## src/rtl/dino_pkg.sv

```systemverilog
// Shared LittleDinosaur definitions: spawner FSM states, obstacle type codes
// and the random-batch geometry agreed with the random-number block.
package dino_pkg;

   typedef enum logic [2:0] {
      ST_IDLE,
      ST_REQ,
      ST_LOAD,
      ST_GAP,
      ST_EMIT
   } state_t;

   localparam logic [1:0] OBS_SMALL0 = 2'd0;
   localparam logic [1:0] OBS_SMALL1 = 2'd1;
   localparam logic [1:0] OBS_LARGE  = 2'd2;
   localparam logic [1:0] OBS_BIRD   = 2'd3;

   localparam int unsigned DEF_NUM_W     = 4;
   localparam int unsigned DEF_NUM_COUNT = 4;

endpackage

```

## src/rtl/spawn_buffer.sv

```systemverilog
// Register file holding one random batch, read sequentially from rd_ptr;
// peek_ptr gives a second read port for the entry after the current one.
module spawn_buffer
   import dino_pkg::*;
#(
   parameter int unsigned NUM_W     = DEF_NUM_W,
   parameter int unsigned NUM_COUNT = DEF_NUM_COUNT
)(
   input  logic                                    clock,
   input  logic                                    reset,
   input  logic                                    load,
   input  logic                                    pop,
   input  logic                                    flush,
   input  logic [NUM_W*NUM_COUNT-1:0]              data,
   input  logic [((NUM_COUNT > 1) ? $clog2(NUM_COUNT) : 1)-1:0] peek_ptr,
   output logic [((NUM_COUNT > 1) ? $clog2(NUM_COUNT) : 1)-1:0] rd_ptr,
   output logic [$clog2(NUM_COUNT + 1)-1:0]        avail,
   output logic                                    empty,
   output logic [NUM_W-1:0]                        head,
   output logic [NUM_W-1:0]                        peek
);

   localparam int unsigned PTR_W = (NUM_COUNT > 1) ? $clog2(NUM_COUNT) : 1;
   localparam int unsigned CNT_W = $clog2(NUM_COUNT + 1);

   logic [NUM_W-1:0] mem [NUM_COUNT];

   always_ff @(posedge clock or negedge reset) begin
      if (!reset) begin
         for (int unsigned k = 0; k < NUM_COUNT; k++) mem[k] <= '0;
         rd_ptr <= '0;
         avail  <= '0;
      end else if (flush) begin
         rd_ptr <= '0;
         avail  <= '0;
      end else if (load) begin
         for (int unsigned k = 0; k < NUM_COUNT; k++) mem[k] <= data[k*NUM_W +: NUM_W];
         rd_ptr <= '0;
         avail  <= CNT_W'(NUM_COUNT);
      end else if (pop && !empty) begin
         rd_ptr <= (rd_ptr == PTR_W'(NUM_COUNT - 1)) ? '0 : rd_ptr + PTR_W'(1);
         avail  <= avail - CNT_W'(1);
      end
   end

   assign empty = (avail == '0);
   assign head  = mem[rd_ptr];
   assign peek  = mem[peek_ptr];

endmodule

```

## src/rtl/obstacle_spawner.sv

```systemverilog
// Turns buffered random values into tick-timed obstacle spawn events with a
// valid/ready handshake; refills the buffer from the random block when drained.
module obstacle_spawner
   import dino_pkg::*;
#(
   parameter int unsigned NUM_W     = DEF_NUM_W,
   parameter int unsigned NUM_COUNT = DEF_NUM_COUNT,
   parameter int unsigned MIN_GAP   = 8,
   parameter int unsigned GAP_W     = 8
)(
   input  logic                       clock,
   input  logic                       reset,
   input  logic                       enable,
   input  logic                       tick,
   output logic                       rnd_start,
   input  logic [NUM_W*NUM_COUNT-1:0] randoms,
   output logic                       spawn_valid,
   input  logic                       spawn_ready,
   output logic [1:0]                 spawn_type,
   output logic [NUM_W-1:0]           spawn_value,
   output logic [15:0]                spawned_total
);

   localparam int unsigned PTR_W = (NUM_COUNT > 1) ? $clog2(NUM_COUNT) : 1;
   localparam int unsigned CNT_W = $clog2(NUM_COUNT + 1);

   state_t           state;
   logic [GAP_W-1:0] gap_cnt;
   logic [PTR_W-1:0] rd_ptr, peek_ptr;
   logic [CNT_W-1:0] avail;
   logic             empty, handshake;
   logic [NUM_W-1:0] head, peek;

   function automatic logic [GAP_W-1:0] gap_of(input logic [NUM_W-1:0] v);
      return GAP_W'(MIN_GAP) + GAP_W'(v);
   endfunction

   assign handshake = (state == ST_EMIT) && spawn_valid && spawn_ready;
   assign peek_ptr  = (rd_ptr == PTR_W'(NUM_COUNT - 1)) ? '0 : rd_ptr + PTR_W'(1);

   spawn_buffer #(.NUM_W(NUM_W), .NUM_COUNT(NUM_COUNT)) u_buf (
      .clock    (clock),
      .reset    (reset),
      .load     (enable && (state == ST_LOAD)),
      .pop      (handshake),
      .flush    (!enable),
      .data     (randoms),
      .peek_ptr (peek_ptr),
      .rd_ptr   (rd_ptr),
      .avail    (avail),
      .empty    (empty),
      .head     (head),
      .peek     (peek)
   );

   always_ff @(posedge clock or negedge reset) begin
      if (!reset) begin
         state         <= ST_IDLE;
         rnd_start     <= 1'b0;
         spawn_valid   <= 1'b0;
         spawn_type    <= '0;
         spawn_value   <= '0;
         spawned_total <= '0;
         gap_cnt       <= '0;
      end else begin
         rnd_start <= 1'b0;
         if (handshake && spawned_total != 16'hFFFF)
            spawned_total <= spawned_total + 16'd1;
         // A handshake coinciding with disable still counts; the event is then dropped.
         if (!enable) begin
            state       <= ST_IDLE;
            spawn_valid <= 1'b0;
         end else begin
            unique case (state)
               ST_IDLE: begin
                  state     <= ST_REQ;
                  rnd_start <= 1'b1;
               end
               ST_REQ:  state <= ST_LOAD;
               ST_LOAD: begin
                  gap_cnt <= gap_of(randoms[NUM_W-1:0]);
                  state   <= ST_GAP;
               end
               ST_GAP: begin
                  if (tick && !empty) begin
                     gap_cnt <= gap_cnt - GAP_W'(1);
                     if (gap_cnt == GAP_W'(1)) begin
                        state       <= ST_EMIT;
                        spawn_valid <= 1'b1;
                        spawn_type  <= head[1:0];
                        spawn_value <= head;
                     end
                  end
               end
               ST_EMIT: begin
                  if (handshake) begin
                     spawn_valid <= 1'b0;
                     if (avail == CNT_W'(1)) begin
                        state     <= ST_REQ;
                        rnd_start <= 1'b1;
                     end else begin
                        gap_cnt <= gap_of(peek);
                        state   <= ST_GAP;
                     end
                  end
               end
               default: state <= ST_IDLE;
            endcase
         end
      end
   end

endmodule

```

## config.mk

```make
export PLATFORM = sky130hd
export DESIGN_NAME = obstacle_spawner
export DESIGN_NICKNAME = d
export VERILOG_FILES = /design/src/rtl/dino_pkg.sv /design/src/rtl/spawn_buffer.sv /design/src/rtl/obstacle_spawner.sv
export SDC_FILE = /design/constraint.sdc
export NUM_CORES = 1
export LEC_CHECK = 0
export CORE_ASPECT_RATIO = 0.8
export CORE_UTILIZATION = 55
export DETAILED_ROUTE_END_ITERATION = 7
export GPL_ROUTABILITY_DRIVEN = 0
export PLACE_DENSITY_LB_ADDON = 0.1
export SLEW_MARGIN = 20
export SYNTH_ARGS = -nofsm -noshare
export SYNTH_HDL_FRONTEND = slang
export SYNTH_SLANG_ARGS = --single-unit
```

## constraint.sdc

```tcl
create_clock -name clock -period 4.45 [get_ports clock]
set_input_delay 0.6675 -clock clock [delete_from_list [all_inputs] [get_ports clock]]
set_output_delay 0.6675 -clock clock [all_outputs]
set_load 0.02 [all_outputs]
```

# Yosys cells after proc, flatten, opt, wreduce, memory -nomap -nowiden

Index checks and enable logic that the tools add are counted.

$add $sub $neg: 6
Order comparisons: 2
Eq/ne operators: 16
Mux-type cells: 32
Bitwise operators: 2
Reduce and logical (&&, ||, !) cells: 15

Operators with widths:

| operator                | number |
|---|---|
| $mux W8                 | 3 |
| $pmux W8 S3             | 1 |
| $mux W3                 | 7 |
| $add A16 B1 Y16 const B | 1 |
| $bmux W4 S2             | 2 |
| $mux W4                 | 4 |
| $ne A16 B16 Y1 const B  | 1 |
| $pmux W3 S5             | 1 |
| $add A4 B4 Y5 const A   | 2 |
| $mux W2                 | 5 |
| $ne A3 B3 Y1 const B    | 3 |
| $eq A8 B1 Y1 const B    | 1 |
| $reduce_and A4 Y1       | 2 |
| $sub A8 B1 Y8 const B   | 1 |
| $mux W1                 | 7 |
| $eq A3 B1 Y1 const B    | 2 |
| $eq A3 B2 Y1 const B    | 2 |
| $ge A3 B3 Y1 const B    | 2 |
| $logic_and A1 B1 Y1     | 6 |
| $logic_not A3 Y1        | 2 |
| $ne A2 B2 Y1 const B    | 3 |
| $ne A3 B1 Y1 const B    | 2 |
| $not A2 Y3              | 2 |
| $reduce_and A5 Y1       | 1 |
| other kinds (9)         | 10 |

Register bits after elaboration: 56
Input port bits: 21
Output and inout port bits: 24
Word-level logic and storage cells: 86

# Longest topological paths before layout

Gate-level depths: netlist of the first run.

Depth after elaboration: 10
Mapped depth: 8

# Modules after synthesis

Synthesis of the first run repeated with hierarchy kept, for this count alone.

Cells, all modules: 272
Area total of the unflattened synthesis: 3158.0 µm²

By module, submodules not included:

| module           | times used | cells an instance | area an instance (µm²) |
|---|---|---|---|
| obstacle_spawner | 1          | 203               | 2042.0 |
| spawn_buffer     | 1          | 69                | 1116.1 |

# Worst setup path before layout of the first run

Ideal clock, no wire load.

Path kind: register to register
Start point: register state[2]
End point: register u_buf.mem[0] in the netlist's numbering
Library setup time: 0.125 ns
Arrival time: 1.725 ns
Data required time: 4.325 ns
Setup slack: 2.600 ns
Stages on the path, launching flop included: 6
Clock period less this slack: 1.850 ns
Cell sequence: dfrtp_1 > clkbuf_1 > nand2b_1 > nor3b_2 > buf_4 > mux2_2

Longest elaborated chain between the ends: 3

RTL lines:

| element                            | RTL line               | RTL |
|---|---|---|
| from (decl)                        | obstacle_spawner.sv:27 | `state_t state;` |
| from (signal assigned)             | obstacle_spawner.sv:58 | `state <= ST_IDLE;` |
| from (signal assigned)             | obstacle_spawner.sv:71 | `state <= ST_IDLE;` |
| from (signal assigned)             | obstacle_spawner.sv:76 | `state <= ST_REQ;` |
| $eq A3 B2 Y1                       | obstacle_spawner.sv:44 | `.load (enable && (state == ST_LOAD)),` |
| $logic_and A1 B1 Y1                | obstacle_spawner.sv:44 |  |
| $reduce_and A2 Y1 (no source line) | n/a                    |  |
| to (decl)                          | spawn_buffer.sv:26     | `logic [NUM_W-1:0] mem [NUM_COUNT];` |

Every way passes these cells.
A chain may end at the register's enable or synchronous reset.

# Final worst setup path of the first run

Start point: register gap_cnt[1]
End point: register spawn_value[2]

Longest elaborated chain between the ends: 2

RTL lines:

| element                            | RTL line                | RTL |
|---|---|---|
| from (decl)                        | obstacle_spawner.sv:28  | `logic [GAP_W-1:0] gap_cnt;` |
| from (signal assigned)             | obstacle_spawner.sv:81  | `gap_cnt <= gap_of(randoms[NUM_W-1:0]);` |
| from (signal assigned)             | obstacle_spawner.sv:86  | `gap_cnt <= gap_cnt - GAP_W'(1);` |
| from (signal assigned)             | obstacle_spawner.sv:102 | `gap_cnt <= gap_of(peek);` |
| $eq A8 B1 Y1                       | obstacle_spawner.sv:87  | `if (gap_cnt == GAP_W'(1)) begin` |
| $reduce_and A4 Y1 (no source line) | n/a                     |  |
| to (signal assigned)               | obstacle_spawner.sv:62  | `spawn_value <= '0;` |
| to (signal assigned)               | obstacle_spawner.sv:91  | `spawn_value <= head;` |
| to (decl)                          | obstacle_spawner.sv:20  | `output logic [NUM_W-1:0] spawn_value,` |

Every way passes these cells.

==> impl_metrics.env, run 1 <==
export IMPL_outcome="finished clean"
export IMPL_avgSynthCellArea_um2=11.7
export IMPL_grt_pass1_wl_mm=10.2
export IMPL_syn_inst=247
export IMPL_synth_top_area_cell="dfrtp_1"
export IMPL_worstSetupPathType="flip-flop to flip-flop"
export IMPL_synth_adder_area_share=0.0303
export IMPL_relSlewSlack=0.452
export IMPL_synthMuxAreaShare=0.158
export IMPL_setup_viol_count_final=0
export IMPL_grt_start_max_net_pins=55
export IMPL_yosys_warnings=0
export IMPL_syn_nets=275
export IMPL_synth_async_sr_flop_share=1.00
export IMPL_nNetsFinal=318
export IMPL_skew_ns=0.00334
export IMPL_slew_violations=0
export IMPL_die_w_um=83.1
export IMPL_dp_hpwl_mm=4.23
export IMPL_area_delta_synth_final_pct=20.3
export IMPL_rr_worst_depth=6
export IMPL_cp_max_fo=5
export IMPL_synth_top_flop_cell="dfrtp_1"
export IMPL_grt_usage=0.239
export IMPL_ys_types=51
export IMPL_wl_per_cell_um=17.0
export IMPL_pin_count=45
export IMPL_cts_sinks=54
export IMPL_synth_xor_area_share=0.0485
export IMPL_design_area_um2=3480
export IMPL_ys_seq_area_frac=0.467
export IMPL_fp_row_count=23
export IMPL_drt_antenna_violating_nets=0
export IMPL_power_leakage_nw=1.47
export IMPL_clock_fmax_mhz=454
export IMPL_dpl_instance_area_um2=3370
export IMPL_clk_latency_ns=0.32
export IMPL_n_antenna_cell=0
export IMPL_critPathMaxStageDelay_ns=0.46
export IMPL_crit_start="gap_cnt[1]"
export IMPL_crit_family="simple AND/OR/NAND/NOR gates"
export IMPL_rr_endpoint="spawn_value[2]"
export IMPL_hold_buffers=0
export IMPL_portBuffers=44
export IMPL_fillCellCount=365
export IMPL_hold_class="input port to async pin"
export IMPL_synth_top_cell_area_share=0.467
export IMPL_period_share=0.495
export IMPL_crit_arrival_ns=2.41
export IMPL_vias=2137
export IMPL_yosys_top_cells_count="54 x dfrtp_1, 21 x mux2_2, 14 x inv_1, 12 x nand2_1, 12 x xor2_1"
export IMPL_synth_area_top_cells="dfrtp_1 47%, mux2_2 8.2%, mux4_2 6.2%, xor2_1 3.6%, ha_1 3.0%"
export IMPL_yosys_register_bits=54
export IMPL_syn_area_um2=2890
export IMPL_cts_tree="done"
export IMPL_drt_first_pass_iters=4
export IMPL_drtIter0Drc=165
export IMPL_ctsResizeCount=0
export IMPL_core_um2=5040
export IMPL_crit_chain="inv_1, ha_1, or4b_1, nor3_2, nand3_1, mux2_2"
export IMPL_path_clk_slew_ns=0.10
export IMPL_rrSetupSlack_ns=2.25
export IMPL_fin_setup_tns_ns=0
export IMPL_drive_gt1_frac=0.179
export IMPL_grt_pass1_vias=2008
export IMPL_grt_ovfl_total=0
export IMPL_drc_errors=0
export IMPL_antenna_found_initial=0
export IMPL_cp_start_kind="flip-flop"
export IMPL_max_cap_violations=0
export IMPL_ir_worst_vdd_uv=281
export IMPL_crit_required_ns=4.66
export IMPL_hold_viol=0
export IMPL_cts_buffers=5
export IMPL_layout_min_cycle_time_ns=2.20
export IMPL_powerDensity_nw_per_um2=328
export IMPL_wirelength_mm=5.99
export IMPL_cts_root_buf="clkbuf_8"
export IMPL_synth_top_family_by_area="simple AND/OR/NAND/NOR gates"
export IMPL_cts_buffer_depth=2
export IMPL_start_util=0.574
export IMPL_h_tree_depth=2
export IMPL_post_cts_setup_buffers=0
export IMPL_end_kind="flip-flop"
export IMPL_synth_compound_area_frac=0.0956
export IMPL_critPathBufInv=1
export IMPL_synth_most_common_cell="dfrtp_1"
export IMPL_rsz0062_at_grt="false"
export IMPL_synth_edf_count=0
export IMPL_routed_via_density=6.05
export IMPL_cp_slowest_cell="or4b_1"
export IMPL_worst_pin_slew_ns=0.820
export IMPL_r2r_start="gap_cnt[1]"
export IMPL_fp_dieH_um=66.9
export IMPL_synthSimpleGateAreaFrac=0.164
export IMPL_die_area_um2=5550
registers in the layout, indices dropped and copies added (netlist names):
| name | count |
|---|---|
| spawned_total | 16 |
| u_buf.mem | 16 |
| gap_cnt | 8 |
| spawn_value | 3 |
| state | 3 |
| u_buf.avail | 3 |
| u_buf.rd_ptr | 2 |
| rnd_start | 1 |
| spawn_type | 1 |
| spawn_valid | 1 |
worst reg2reg max path: stages (launching register included):
cell     delay, ns
dfrtp_1       0.38
inv_1         0.10
ha_1          0.16
or4b_1        0.46
nor3_2        0.28
nand3_1       0.34
mux2_2        0.38
cells by family (layout without fill, tap and decap cells):
kind of cell | after synthesis | in the layout
xor+xnor | 16 | 16
flops | 54 | 54
fa+ha+maj | 7 | 7
compound gates | 38 | 38
mux | 33 | 33
simple gates | 75 | 75
buf+inv | 24 | 68
worst max-delay path by stage:
stage	depth (start not counted)	end	slack, ns
2_1_floorplan	5	u_buf.mem[0]	2.60
3_3_place_gp	4	u_buf.mem[9]	2.00
3_5_place_dp	4	u_buf.mem[6]	1.98
4_1_cts	6	spawn_value[3]	2.25
5_1_grt	5	gap_cnt[1]	2.11
6_report	6	spawn_value[2]	2.25
power by group:
part,switching (W),internal [W]
Sequential,0.0000525,0.000550
Combinational,0.0000879,0.000118
Clock,0.000167,0.000166
Total,0.000307,0.000834
per-stage QoR:
stage / setup slack (ns) / util / hold WS [ns] / power, W / instances
after floorplan: 2.60 / - / 0.372 / 0.000740 / 247
after global placement: 2.00 / 0.669 / 0.486 / 0.000807 / 345
after detailed placement: 1.98 / 0.669 / 0.484 / 0.000817 / 345
after CTS: 2.25 / 0.690 / 0.496 / 0.00115 / 353
after global routing: 2.11 / 0.690 / 0.522 / 0.00119 / 353
final: 2.25 / 0.690 / 0.453 / 0.00114 / 353
cell usage in the layout, fill, tap and decap left out, types with 3 or more instances in the layout:
cell / netlist / final
xnor2_1: 4 / 4
o22ai_1: 3 / 3
nor4_1: 4 / 4
nor3b_1: 6 / 6
a21oi_1: 6 / 6
nor3_2: 6 / 6
clkbuf_8: 0 / 5
nand4_1: 4 / 4
ha_1: 7 / 7
mux4_2: 8 / 8
mux2i_1: 4 / 4
clkdlybuf4s50_1: 0 / 43
xor2_1: 12 / 12
nand3_1: 8 / 8
mux2_2: 21 / 21
dfrtp_1: 54 / 54
a221oi_1: 4 / 4
nor2_1: 9 / 9
nor3_1: 4 / 4
o21ai_0: 6 / 6
nand2_1: 12 / 12
o221ai_1: 6 / 6
inv_1: 14 / 14
area by class of cell:
| class | count | area (um2) | area share |
|---|---|---|---|
| Multi-Input combinational cell | 169 | 1440 | 0.413 |
| Sequential cell | 54 | 1350 | 0.389 |
| Timing Repair Buffer | 46 | 450 | 0.130 |
| Tap cell | 62 | 77.6 | 0.0223 |
| Clock buffer | 5 | 68.8 | 0.0198 |
| Inverter | 14 | 52.6 | 0.0151 |
| Clock inverter | 3 | 40.0 | 0.0115 |
metal layers:
| layer | wire length (um) | global-route usage |
|---|---|---|
| met3 | 277 | 0.0471 |
| met1 | 2990 | 0.361 |
| met2 | 2660 | 0.338 |
| met4 | 64 | 0.0905 |
| met5 | 0 | 0 |
No activity file was read; power rests on OpenSTA's default activity.
==> run 2: changes to the inputs <==
--- a/config.mk
+++ b/config.mk
@@ -6,7 +6,7 @@
 export NUM_CORES = 1
 export LEC_CHECK = 0
 export CORE_ASPECT_RATIO = 0.8
-export CORE_UTILIZATION = 55
+export CORE_UTILIZATION = 49
 export DETAILED_ROUTE_END_ITERATION = 7
 export GPL_ROUTABILITY_DRIVEN = 0
 export PLACE_DENSITY_LB_ADDON = 0.1
==> constraint.sdc (replaced) <==
create_clock -name clock -period 2.02 [get_ports clock]
set_input_delay 0.303 -clock clock [delete_from_list [all_inputs] [get_ports clock]]
set_output_delay 0.303 -clock clock [all_outputs]
set_load 0.02 [all_outputs]
==> run 2 against run 1 <==
  * Sequential share of layout area is 2.3 points lower
  * Routed wire length is 3.9% higher
  * Via count is 3.5% higher
  * First-iteration DRC count is 25% lower
  * Total power grew 110%
  * Clock skew increased by 0.0010 ns
  * Fmax rose by 14%
  * Non-clock buffer count up 25
  * Combinational power rose to 2.5 times the previous value
  * Setup slack lost 2.2 ns
  * Cell area up 6.2%
  * Critical path type unchanged
  * Largest cell class unchanged
==> impl_metrics.env, run 2 (synthesis results as in run 1) <==
export IMPL_fin_total_pwr_w=0.00245
export IMPL_top_regs="spawned_total x16, u_buf.mem x16, gap_cnt x8"
export IMPL_path_clk_slew_ns=0.09
export IMPL_start_util=0.520
export IMPL_power_leakage_nw=1.59
export IMPL_drt_first_pass_iters=4
export IMPL_post_cts_setup_buffers=0
export IMPL_max_cap_violations=0
export IMPL_h_tree_depth=2
export IMPL_drc_errors=0
export IMPL_fp_row_count=24
export IMPL_die_w_um=87.9
export IMPL_n_antenna_cell=0
export IMPL_cts_buffer_depth=2
export IMPL_powerDensity_nw_per_um2=662
export IMPL_wl_per_cell_um=15.8
export IMPL_dp_hpwl_mm=4.58
export IMPL_drive_gt1_frac=0.247
export IMPL_fin_setup_tns_ns=0
export IMPL_pin_count=45
export IMPL_relSlewSlack=0.734
export IMPL_fillCellCount=422
export IMPL_dpl_instance_area_um2=3580
export IMPL_vias=2211
export IMPL_end_kind="flip-flop"
export IMPL_design_area_um2=3690
export IMPL_clock_fmax_mhz=519
export IMPL_skew_ns=0.00439
export IMPL_hold_class="flip-flop to flip-flop"
export IMPL_ir_worst_vdd_uv=475
export IMPL_clk_latency_ns=0.31
export IMPL_cp_max_fo=5
export IMPL_portBuffers=44
export IMPL_core_um2=5560
export IMPL_hold_viol=0
export IMPL_crit_required_ns=2.22
export IMPL_area_delta_synth_final_pct=27.7
export IMPL_layout_min_cycle_time_ns=1.93
export IMPL_rsz0062_at_grt="false"
export IMPL_crit_arrival_ns=2.12
export IMPL_grt_usage=0.223
export IMPL_setup_viol_count_final=0
export IMPL_worstSetupPathType="flip-flop to flip-flop"
export IMPL_worst_pin_slew_ns=0.393
export IMPL_wirelength_mm=6.23
export IMPL_final_common_cell="dfrtp_1"
export IMPL_drtIter0Drc=124
export IMPL_fp_dieH_um=70.7
export IMPL_grt_start_max_net_pins=55
export IMPL_regArea_um2=1350
export IMPL_die_area_um2=6210
export IMPL_drt_antenna_violating_nets=0
export IMPL_nNetsFinal=343
export IMPL_cp_start_kind="flip-flop"
export IMPL_antenna_found_initial=0
export IMPL_slew_violations=0
export IMPL_cts_sinks=54
export IMPL_routed_via_density=5.61
export IMPL_period_share=0.955
export IMPL_cts_tree="done"
export IMPL_grt_pass1_vias=2173
export IMPL_cts_root_buf="clkbuf_8"
export IMPL_outcome="finished clean"
export IMPL_cts_buffers=5
export IMPL_grt_ovfl_total=0
export IMPL_final_cell_mix="54 x dfrtp_1, 43 x clkdlybuf4s50_1, 25 x buf_4"
export IMPL_multi_input_area_um2=1450
export IMPL_grt_pass1_wl_mm=10.6
[run 2: worst max-delay path: stages, from the launching register on]
cell and delay [ns]:
dfrtp_1 0.38, inv_1 0.07, ha_1 0.16, or4b_1 0.46, nor3_2 0.20, nand3_1 0.10, buf_4 0.18, mux2_2 0.27
[run 2: layer usage]
layer / global-route usage / share of wire / up-vias
li1: - / - / 1061
met1: 0.345 / 0.50 / 1104
met2: 0.328 / 0.46 / 39
met3: 0.0350 / 0.034 / 7
met4: 0.0546 / 0.0092 / 0
met5: 0 / 0 / -
[run 2: final timing paths]
| kind | end | startpoint | slack, ns | cells after the start |
|---|---|---|---|---|
| min in group asynchronous | spawned_total[10] | reset | 0.51 | 3 |
| worst min register to register | spawned_total[5] | spawned_total[5] | 0.50 | 1 |
| worst min-delay path | spawned_total[5] | spawned_total[5] | 0.50 | 1 |
| max in group asynchronous | spawned_total[4] | reset | 1.24 | 3 |
| worst max-delay path | spawn_type[0] | gap_cnt[1] | 0.09 | 7 |
| worst max register to register | spawn_type[0] | gap_cnt[1] | 0.09 | 7 |
[run 2: what timing repair did]
action / 4_1_cts / 5_1_grt
resized for setup: 0 / 3
endpoints found under the hold margin: 27 / 0
hold buffers: 1 / 0
endpoints found under the setup margin: 0 / 6
[run 2: report_power, final]
part	total [W]	internal (W)	switching (W)	leakage [nW]
logic	0.000521	0.000302	0.000219	0.849
clock network	0.000619	0.000277	0.000341	0.0482
registers	0.00131	0.00121	0.0000930	0.689
[run 2: layout make-up]
class,count,area share
Clock inverter,1,0.00136
Clock buffer,7,0.0234
Sequential cell,54,0.366
Inverter,14,0.0142
Tap cell,78,0.0264
Timing Repair Buffer,71,0.177
Multi-Input combinational cell,169,0.392
[run 2: metrics by stage]
step           cells  hold WS [ns]  utilization  setup WS [ns]
2_1_floorplan    247       0.00741            -          0.170
3_3_place_gp     385         0.325        0.645         0.0873
3_5_place_dp     385         0.322        0.645         0.0231
4_1_cts          394         0.503        0.663         0.0232
5_1_grt          394         0.533        0.665        0.00191
6_report         394         0.503        0.665         0.0915
